==> src/rtl/vlc_bit_packer_if.sv <==
// Stream bundle between the VLC lookup, the bit packer and the downstream word consumer.
// The slave side is the packer; the master side drives codes and sinks packed words.
interface vlc_bit_packer_if #(
    parameter int unsigned CODE_W = 16,
    parameter int unsigned OUT_W  = 32
);
    logic [CODE_W+5:0] vlc_code;
    logic              vlc_valid;
    logic              vlc_ready;
    logic              flush;
    logic [OUT_W-1:0]  pack_data;
    logic              pack_valid;
    logic              pack_ready;
    logic              pack_last;
    logic [2:0]        pack_bytes;

    modport master (
        output vlc_code, vlc_valid, flush, pack_ready,
        input  vlc_ready, pack_data, pack_valid, pack_last, pack_bytes
    );

    modport slave (
        input  vlc_code, vlc_valid, flush, pack_ready,
        output vlc_ready, pack_data, pack_valid, pack_last, pack_bytes
    );
endinterface

==> src/rtl/vlc_bit_packer.sv <==
// Packs variable-length codes MSB-first into 32-bit words; a flush emits a zero-padded
// tail word flagged with pack_last and its valid byte count.
module vlc_bit_packer #(
    parameter int unsigned CODE_W = 16,
    parameter int unsigned OUT_W  = 32
) (
    input logic             clk,
    input logic             rst,
    vlc_bit_packer_if.slave bus
);
    localparam int unsigned AccW = OUT_W + CODE_W;
    localparam int unsigned CntW = $clog2(AccW);
    localparam int unsigned LenW = $clog2(CODE_W) + 1;
    localparam logic [CntW-1:0] AccWC = CntW'(AccW);
    localparam logic [CntW-1:0] OutWC = CntW'(OUT_W);

    typedef enum logic [1:0] {StRun, StDrain, StTail} state_e;

    state_e            state_q, state_d;
    logic [AccW-1:0]   acc_q, acc_d;
    logic [CntW-1:0]   cnt_q, cnt_d;
    logic              pend_q, pend_d;
    logic [OUT_W-1:0]  data_q, data_d;
    logic              valid_q, valid_d;
    logic              last_q, last_d;
    logic [2:0]        bytes_q, bytes_d;

    logic              out_free;
    logic              have_word;
    logic              ready_int;
    logic              xfer;
    logic              emit_full;
    logic [LenW-1:0]   len_raw;
    logic [LenW-1:0]   len;
    logic [CODE_W-1:0] code_m;
    logic [CntW-1:0]   ins_sh;
    logic [CntW-1:0]   cnt_p7;
    logic              unused_spare;

    assign unused_spare = bus.vlc_code[CODE_W+LenW];

    always_comb begin
        out_free  = !valid_q || bus.pack_ready;
        have_word = cnt_q >= OutWC;
        ready_int = (state_q == StRun) && !have_word && !pend_q;
        xfer      = bus.vlc_valid && ready_int;
        len_raw   = bus.vlc_code[CODE_W +: LenW];
        len       = (len_raw > LenW'(CODE_W)) ? LenW'(CODE_W) : len_raw;
        // Keep only the low len bits of the code.
        code_m    = bus.vlc_code[CODE_W-1:0] & ~({CODE_W{1'b1}} << len);
        // Places the code so its MSB lands at acc[AccW-1-cnt].
        ins_sh    = AccWC - cnt_q - CntW'(len);
        cnt_p7    = cnt_q + CntW'(7);
    end

    always_ff @(posedge clk) begin
        if (rst) begin
            state_q <= StRun;
            acc_q   <= '0;
            cnt_q   <= '0;
            pend_q  <= 1'b0;
            data_q  <= '0;
            valid_q <= 1'b0;
            last_q  <= 1'b0;
            bytes_q <= '0;
        end else begin
            state_q <= state_d;
            acc_q   <= acc_d;
            cnt_q   <= cnt_d;
            pend_q  <= pend_d;
            data_q  <= data_d;
            valid_q <= valid_d;
            last_q  <= last_d;
            bytes_q <= bytes_d;
        end
    end

    always_comb begin
        state_d   = state_q;
        acc_d     = acc_q;
        cnt_d     = cnt_q;
        pend_d    = pend_q;
        data_d    = data_q;
        valid_d   = valid_q;
        last_d    = last_q;
        bytes_d   = bytes_q;
        emit_full = 1'b0;
        if (out_free) begin
            valid_d = 1'b0;
        end

        unique case (state_q)
            StRun: begin
                if (xfer) begin
                    acc_d = acc_q | (AccW'(code_m) << ins_sh);
                    cnt_d = cnt_q + CntW'(len);
                end else if (out_free && have_word) begin
                    emit_full = 1'b1;
                end
                // A flush during a stall is remembered and taken once the register frees.
                if (bus.flush || pend_q) begin
                    if (out_free) begin
                        state_d = StDrain;
                    end else begin
                        pend_d = 1'b1;
                    end
                end
            end
            StDrain: begin
                if (out_free) begin
                    if (have_word) begin
                        emit_full = 1'b1;
                    end else begin
                        state_d = StTail;
                    end
                end
            end
            StTail: begin
                if (out_free) begin
                    data_d  = acc_q[AccW-1 -: OUT_W];
                    valid_d = 1'b1;
                    last_d  = 1'b1;
                    bytes_d = 3'(cnt_p7 >> 3);
                    acc_d   = '0;
                    cnt_d   = '0;
                    pend_d  = 1'b0;
                    state_d = StRun;
                end
            end
            default: state_d = StRun;
        endcase

        if (emit_full) begin
            data_d  = acc_q[AccW-1 -: OUT_W];
            valid_d = 1'b1;
            last_d  = 1'b0;
            bytes_d = 3'd4;
            acc_d   = acc_q << OUT_W;
            cnt_d   = cnt_q - OutWC;
        end
    end

    always_comb begin
        bus.vlc_ready  = ready_int;
        bus.pack_data  = data_q;
        bus.pack_valid = valid_q;
        bus.pack_last  = last_q;
        bus.pack_bytes = bytes_q;
    end
endmodule

==> src/flat_wrapper.sv <==
// flat-port wrapper written by rule: the top's interface ports become plain ports
module vlc_bit_packer_flat 
#(
    parameter int unsigned CODE_W = 16,
    parameter int unsigned OUT_W  = 32
)
  (clk, rst, bus_vlc_code, bus_vlc_valid, bus_flush, bus_pack_ready, bus_vlc_ready, bus_pack_data, bus_pack_valid, bus_pack_last, bus_pack_bytes);
  vlc_bit_packer_if #(.CODE_W(CODE_W), .OUT_W(OUT_W)) bus_i ();
  input logic clk;
  input logic rst;
  input wire logic [$bits(bus_i.vlc_code)-1:0] bus_vlc_code;
  input wire logic [$bits(bus_i.vlc_valid)-1:0] bus_vlc_valid;
  input wire logic [$bits(bus_i.flush)-1:0] bus_flush;
  input wire logic [$bits(bus_i.pack_ready)-1:0] bus_pack_ready;
  output wire logic [$bits(bus_i.vlc_ready)-1:0] bus_vlc_ready;
  output wire logic [$bits(bus_i.pack_data)-1:0] bus_pack_data;
  output wire logic [$bits(bus_i.pack_valid)-1:0] bus_pack_valid;
  output wire logic [$bits(bus_i.pack_last)-1:0] bus_pack_last;
  output wire logic [$bits(bus_i.pack_bytes)-1:0] bus_pack_bytes;
  assign bus_i.vlc_code = bus_vlc_code;
  assign bus_i.vlc_valid = bus_vlc_valid;
  assign bus_i.flush = bus_flush;
  assign bus_i.pack_ready = bus_pack_ready;
  assign bus_vlc_ready = bus_i.vlc_ready;
  assign bus_pack_data = bus_i.pack_data;
  assign bus_pack_valid = bus_i.pack_valid;
  assign bus_pack_last = bus_i.pack_last;
  assign bus_pack_bytes = bus_i.pack_bytes;
  vlc_bit_packer #(.CODE_W(CODE_W), .OUT_W(OUT_W)) u_core (.clk(clk), .rst(rst), .bus(bus_i));
endmodule
==> config.mk <==
export PLATFORM = sky130hd
export DESIGN_NAME = vlc_bit_packer_flat
export DESIGN_NICKNAME = d
export VERILOG_FILES = /design/src/rtl/vlc_bit_packer_if.sv /design/src/rtl/vlc_bit_packer.sv /design/src/flat_wrapper.sv
export SDC_FILE = /design/constraint.sdc
export NUM_CORES = 1
export LEC_CHECK = 0
export ABC_CLOCK_PERIOD_IN_PS = 7750
export CAP_MARGIN = 5
export CELL_PAD_IN_SITES_DETAIL_PLACEMENT = 1
export CELL_PAD_IN_SITES_GLOBAL_PLACEMENT = 1
export CORE_UTILIZATION = 40
export DETAILED_ROUTE_END_ITERATION = 10
export GPL_TIMING_DRIVEN = 0
export PLACE_DENSITY_LB_ADDON = 0.3
export REMOVE_ABC_BUFFERS = 1
export SLEW_MARGIN = 20
export SYNTH_ARGS = -nofsm -noshare
export SYNTH_HDL_FRONTEND = slang
export SYNTH_SLANG_ARGS = --single-unit
==> constraint.sdc <==
create_clock -name clk -period 7.75 [get_ports clk]
set_input_delay 1.55 -clock clk [delete_from_list [all_inputs] [get_ports clk]]
set_output_delay 1.55 -clock clk [all_outputs]
set_load 0.03 [all_outputs]
# After elaboration in Yosys (flattened, before gate mapping)
# Index checks and enable logic that the tools add are counted.
# word_totals
register_bits,94
inputBits,27
out_inout_bits,38
wordCells,88
# op_classes
n_addsub,5
magnitude_cmp,2
eq_ne,11
shift,2
muxes,34
bitwise,3
n_reduce_logical,21
# op_table
operator,n
$mux W48,3
$mux W32,3
$pmux W48 S2,1
$or A48 B48 Y48,1
$shl A16 B6 Y48,1
$mux W6,3
$and A16 B16 Y16,1
$not A16 Y16,1
$shl A16 B5 Y16 const A,1
$pmux W6 S2,1
$mux W1,11
$mux W2,5
$mux W3,3
$ne A2 B1 Y1 const B,4
$add A6 B3 Y6 const B,1
$add A6 B5 Y6,1
$ge A6 B6 Y1 const B,1
$ne A2 B2 Y1 const B,3
$ne A3 B1 Y1 const B,2
$pmux W2 S3,1
$reduce_and A3 Y1,2
$reduce_bool A2 Y1,3
$sub A6 B5 Y6,1
$sub A6 B6 Y6 const A,1
15 further kinds,23

# Longest topological paths before layout
# logic_depth
word_depth,10
ltp_mapped,15
ltp_nobuf,11

# Worst setup path after synthesis
# No wires, ideal clock.
# synth_timing
kind,input to register
start,input bus_vlc_code[20]
end,register u_core.acc_q[40]
arrival_time_ns,4.362
slack_ns,3.257
path_stages,14
cell_sequence,buf_2 -> buf_2 -> nor2b_1 -> ha_1 -> inv_1 -> ha_1 -> fa_1 -> xor2_1 -> clkbuf_1 -> nor2_1 -> a222oi_1 -> o22ai_1 -> a221oi_1 -> nor3_1
# synth_between
elab_chain_len,10
# synth_lines
element,line_no,source
"start, declared",flat_wrapper.sv:11,input wire logic [$bits(bus_i.vlc_code)-1:0] bus_vlc_code;
$gt A5 B5 Y1,vlc_bit_packer.sv:48,len = (len_raw > LenW'(CODE_W)) ? LenW'(CODE_W) : len_raw;
$mux W5 *,vlc_bit_packer.sv:48,
$shl A16 B5 Y16,vlc_bit_packer.sv:50,code_m = bus.vlc_code[CODE_W-1:0] & ~({CODE_W{1'b1}} << len);
$not A16 Y16,vlc_bit_packer.sv:50,
$and A16 B16 Y16,vlc_bit_packer.sv:50,
$shl A16 B6 Y48 *,vlc_bit_packer.sv:95,acc_d = acc_q | (AccW'(code_m) << ins_sh);
$or A48 B48 Y48 *,vlc_bit_packer.sv:95,
$mux W48 *,vlc_bit_packer.sv:94,if (xfer) begin
$pmux W48 S2 *,vlc_bit_packer.sv:92,unique case (state_q)
$mux W48 *,vlc_bit_packer.sv:133,if (emit_full) begin
"end signal, assigned",vlc_bit_packer.sv:59,acc_q <= '0;
"end signal, assigned",vlc_bit_packer.sv:68,acc_q <= acc_d;
"end, declared",vlc_bit_packer.sv:20,"logic [AccW-1:0] acc_q, acc_d;"
# Every way passes the cells marked *; elsewhere a longest branch is shown, timed or not. The select of a mux whose other input is x is not followed.
# A chain may end at the register's enable or synchronous reset.

# Worst setup path in the final report
# layout_timing
start,input bus_vlc_code[20]
end,register u_core.acc_q[37]
# Same word-level chain as after synthesis.

==> flow_metrics.py <==
metrics = {
    "outcome": {
        "run_status": "complete, no violations",
    },
    "synthesis": {
        "synth_edf_count": 0,
        "yosys.area_share.simple_pct": 19.6,
        "postSynth.asyncResetShare_pct": 0,
        "synth_top_family_by_area": "compound AO/OA/AOI/OAI gates",
        "ys_seq_elements": 94,
        "synthCells": 708,
        "syn_avg_cell_area_um2": 7.81,
        "yosysWarnings": 0,
        "synth-adder-area-share_pct": 3.89,
        "syn_area_mm2": 0.00553,
        "synth_cell_type_count": 70,
        "muxShareOfSynthArea_pct": 3.35,
        "synthFlopType": "dfxtp_1",
        "synth_compound_area_share_pct": 31.7,
        "yosysSeqAreaShare_pct": 34.0,
        "synth_xor_area_share_pct": 1.27,
    },
    "clocking": {
        "hold_buffers": 0,
        "cts.sinks": 94,
        "cts_tree": "built",
        "cts_buffers": 9,
        "clk_latency_ns": 0.35,
        "cts_root_buf": "clkbuf_16",
        "cts_setup_buffers": 0,
        "clkSlewWorstSetupHoldPaths_ns": 0.07,
        "cts_max_level": 3,
        "post_cts_resized": 0,
        "cts_max_path_buffers": 2,
    },
    "timing": {
        "fin_ws_ns": 1.23,
        "skew_ns": 0.00731,
        "rsz0062_at_grt": "no",
        "worstMarginPinSlew_ns": 1.19,
        "slew-limit-headroom_pct": 18.9,
        "fin_crit_sh_pct": 84.2,
        "finalCriticalPeriod_ns": 6.52,
        "hold_viol": 0,
        "fmax_ghz": 0.153,
        "drv_slew": 0,
        "setup_viol": 0,
    },
    "pwr": {
        "p_comb_share_pct": 36.2,
        "power_density_mw_per_mm2": 244,
        "p_int_mw": 0.991,
        "p_leak_nw": 2.32,
        "netSwitchingFraction_pct": 38.6,
        "irDropWorstVdd_mv": 0.120,
        "clkPwrFrac_pct": 30.1,
        "p_sw_mw": 0.622,
        "seqPwrFrac_pct": 33.8,
    },
    "global_routing": {
        "track_usage_pct": 27.1,
        "overflow": 0,
        "antenna_found_initial": 0,
        "grt_max_degree": 35,
        "grt_pass1_vias": 5704,
        "grt_pass1_wl_um": 30400,
    },
    "placed_design": {
        "dp_hpwl_um": 13600,
        "dpl_cell_area_mm2": 0.00630,
        "port_buffers": 63,
        "gp_congestion": 0.914,
        "post-place-ws_ns": 0.903,
    },
    "setup_path": {
        "r2r-end": "u_core.acc_q[37]",
        "reg2reg_depth": 10,
        "crit_top_cell": "ha_1",
        "r2r_slack_ns": 3.40,
        "critPathKind": "in -> reg",
        "crit_chain": "clkdlybuf4s50_1, nor2b_1, ha_1, inv_1, ha_1, fa_1, clkinv_1, nor2_1, and3_1, a211o_1, o21ai_0, a21oi_1",
        "critical_path.max_fanout": 26,
        "slowest_delay_ns": 1.10,
        "r2r-start": "u_core.cnt_q[1]",
        "cp-start-kind": "input pin",
        "arrival_ns": 6.80,
        "cp_slowest_cell": "fa_1",
        "endpoint_kind": "register",
        "crit_required_ns": 8.02,
    },
    "routing": {
        "vias": 5700,
        "dr.pass1.iters": 4,
        "viasPerCell": 6.21,
        "final_antenna_net_count": 0,
        "drc_errors": 0,
        "finalWirelength_um": 18900,
        "drt_first_iter_violations": 484,
        "wl_per_cell_um": 20.6,
    },
    "final_layout": {
        "nets": 780,
        "final_cell_mix": "nand2_1 (100), dfxtp_1 (94), a21oi_1 (76)",
        "final_util_pct": 49.6,
        "fill_cells": 1657,
        "diodes": 0,
        "final_common_cell": "nand2_1",
        "final_area_mm2": 0.00662,
        "drive_gt1_share_pct": 7.14,
        "area_growth_pct": 19.8,
    },
    "floorplanning": {
        "die_area_mm2": 0.0143,
        "die_w_um": 120,
        "floorplan.initialDensity_pct": 41.4,
        "rows": 42,
        "die_height_um": 120,
        "ios": 65,
        "core_area_mm2": 0.0133,
    },
    "worst_hold_path": {
        "worstHoldEndpoint": "u_core.bus.pack_data[22]",
        "hold_class": "reg -> reg",
        "min_delay_path_depth": 2,
        "worstHoldStart": "u_core.bus.pack_data[22]",
    },
    "job": {
        "drv_cap": 0,
    },
}
==> power groups by stage <==
stage	combinational [mW]	sequential, mW	clock (mW)
global placement	0.525	0.552	0
global route	0.626	0.549	0.509
floorplan	0.349	0.552	0
detailed placement	0.569	0.554	0
CTS	0.574	0.544	0.488
finish	0.584	0.545	0.485
==> state kept, by name, summed over array words and instances, names as in the netlist <==
signal	flops
u_core.acc_q	48
u_core.bus.pack_bytes	3
u_core.bus.pack_data	32
u_core.bus.pack_last	1
u_core.bus.pack_valid	1
u_core.cnt_q	6
u_core.pend_q	1
u_core.state_q	2
==> per-layer routing <==
metal	share of wire [%]	global-route usage (%)
met1	45	35.1
met2	48	44.8
met3	5.0	4.42
met4	2.2	10.6
met5	0	0
==> synthesized netlist by cell type, drive strengths merged (12+ instances only) <==
cell | number | area, um2
o211ai | 13 | 113
nand2b | 12 | 75.1
nand2 | 100 | 375
mux2i | 14 | 140
dfxtp | 94 | 1880
a221oi | 12 | 118
a31oi | 24 | 150
ha | 14 | 175
o21ai | 36 | 180
inv | 18 | 67.6
o22ai | 15 | 100
buf | 19 | 140
a21oi | 79 | 403
nor2 | 59 | 221
nor3 | 14 | 75.1
nand3 | 21 | 105
clkbuf | 35 | 131
a211oi | 12 | 90.1
==> logic make-up after synthesis <==
group / Yosys count
AOI/OAI and AO/OA: 260
muxes: 17
xor gates and xnor gates: 8
and+or+nand+nor: 240
DFF: 94
adders and majority gates: 16
buffers and inverters: 73
==> area by class of cell <==
cell class,count,area [um2],share of cell area (%)
Multi-Input combinational cell,541,3360,50.8
Sequential cell,94,1880,28.4
Clock buffer,10,229,3.46
Timing Repair Buffer,72,766,11.6
Inverter,19,71.3,1.08
Tap cell,176,220,3.32
Clock inverter,6,91.3,1.38
==> worst max path at each step <==
stage	from	to	slack [ns]	cells past startpoint
floorplan	bus_vlc_code[17]	u_core.acc_q[26]	2.92	11
global placement	bus_vlc_code[20]	u_core.acc_q[27]	-0.18	12
detailed placement	bus_vlc_code[20]	u_core.acc_q[30]	0.90	12
CTS	bus_vlc_code[20]	u_core.acc_q[37]	1.22	12
global route	bus_vlc_code[20]	u_core.acc_q[37]	0.80	12
finish	bus_vlc_code[20]	u_core.acc_q[37]	1.23	12
==> through the flow <==
step / power, mW / hold slack [ns] / setup TNS, ns / instances
final: 1.61 / 0.455 / 0 / 918
after global routing: 1.68 / 0.474 / 0 / 918
after CTS: 1.61 / 0.457 / 0 / 918
after detailed placement: 1.12 / 0.444 / 0 / 902
after global placement: 1.08 / 0.432 / -0.832 / 893
after floorplan: 0.902 / 0.420 / 0 / 654
==> worst max-delay path, delay by kind of cell <==
| kind | cells | cell delay (ns) |
|---|---|---|
| AOI/OAI and AO/OA | 3 | 0.46 |
| adders and majority gates | 3 | 1.67 |
| buffers and inverters | 3 | 1.88 |
| and+or+nand+nor | 3 | 1.22 |
Note: power is estimated with default switching activity, not from simulation.
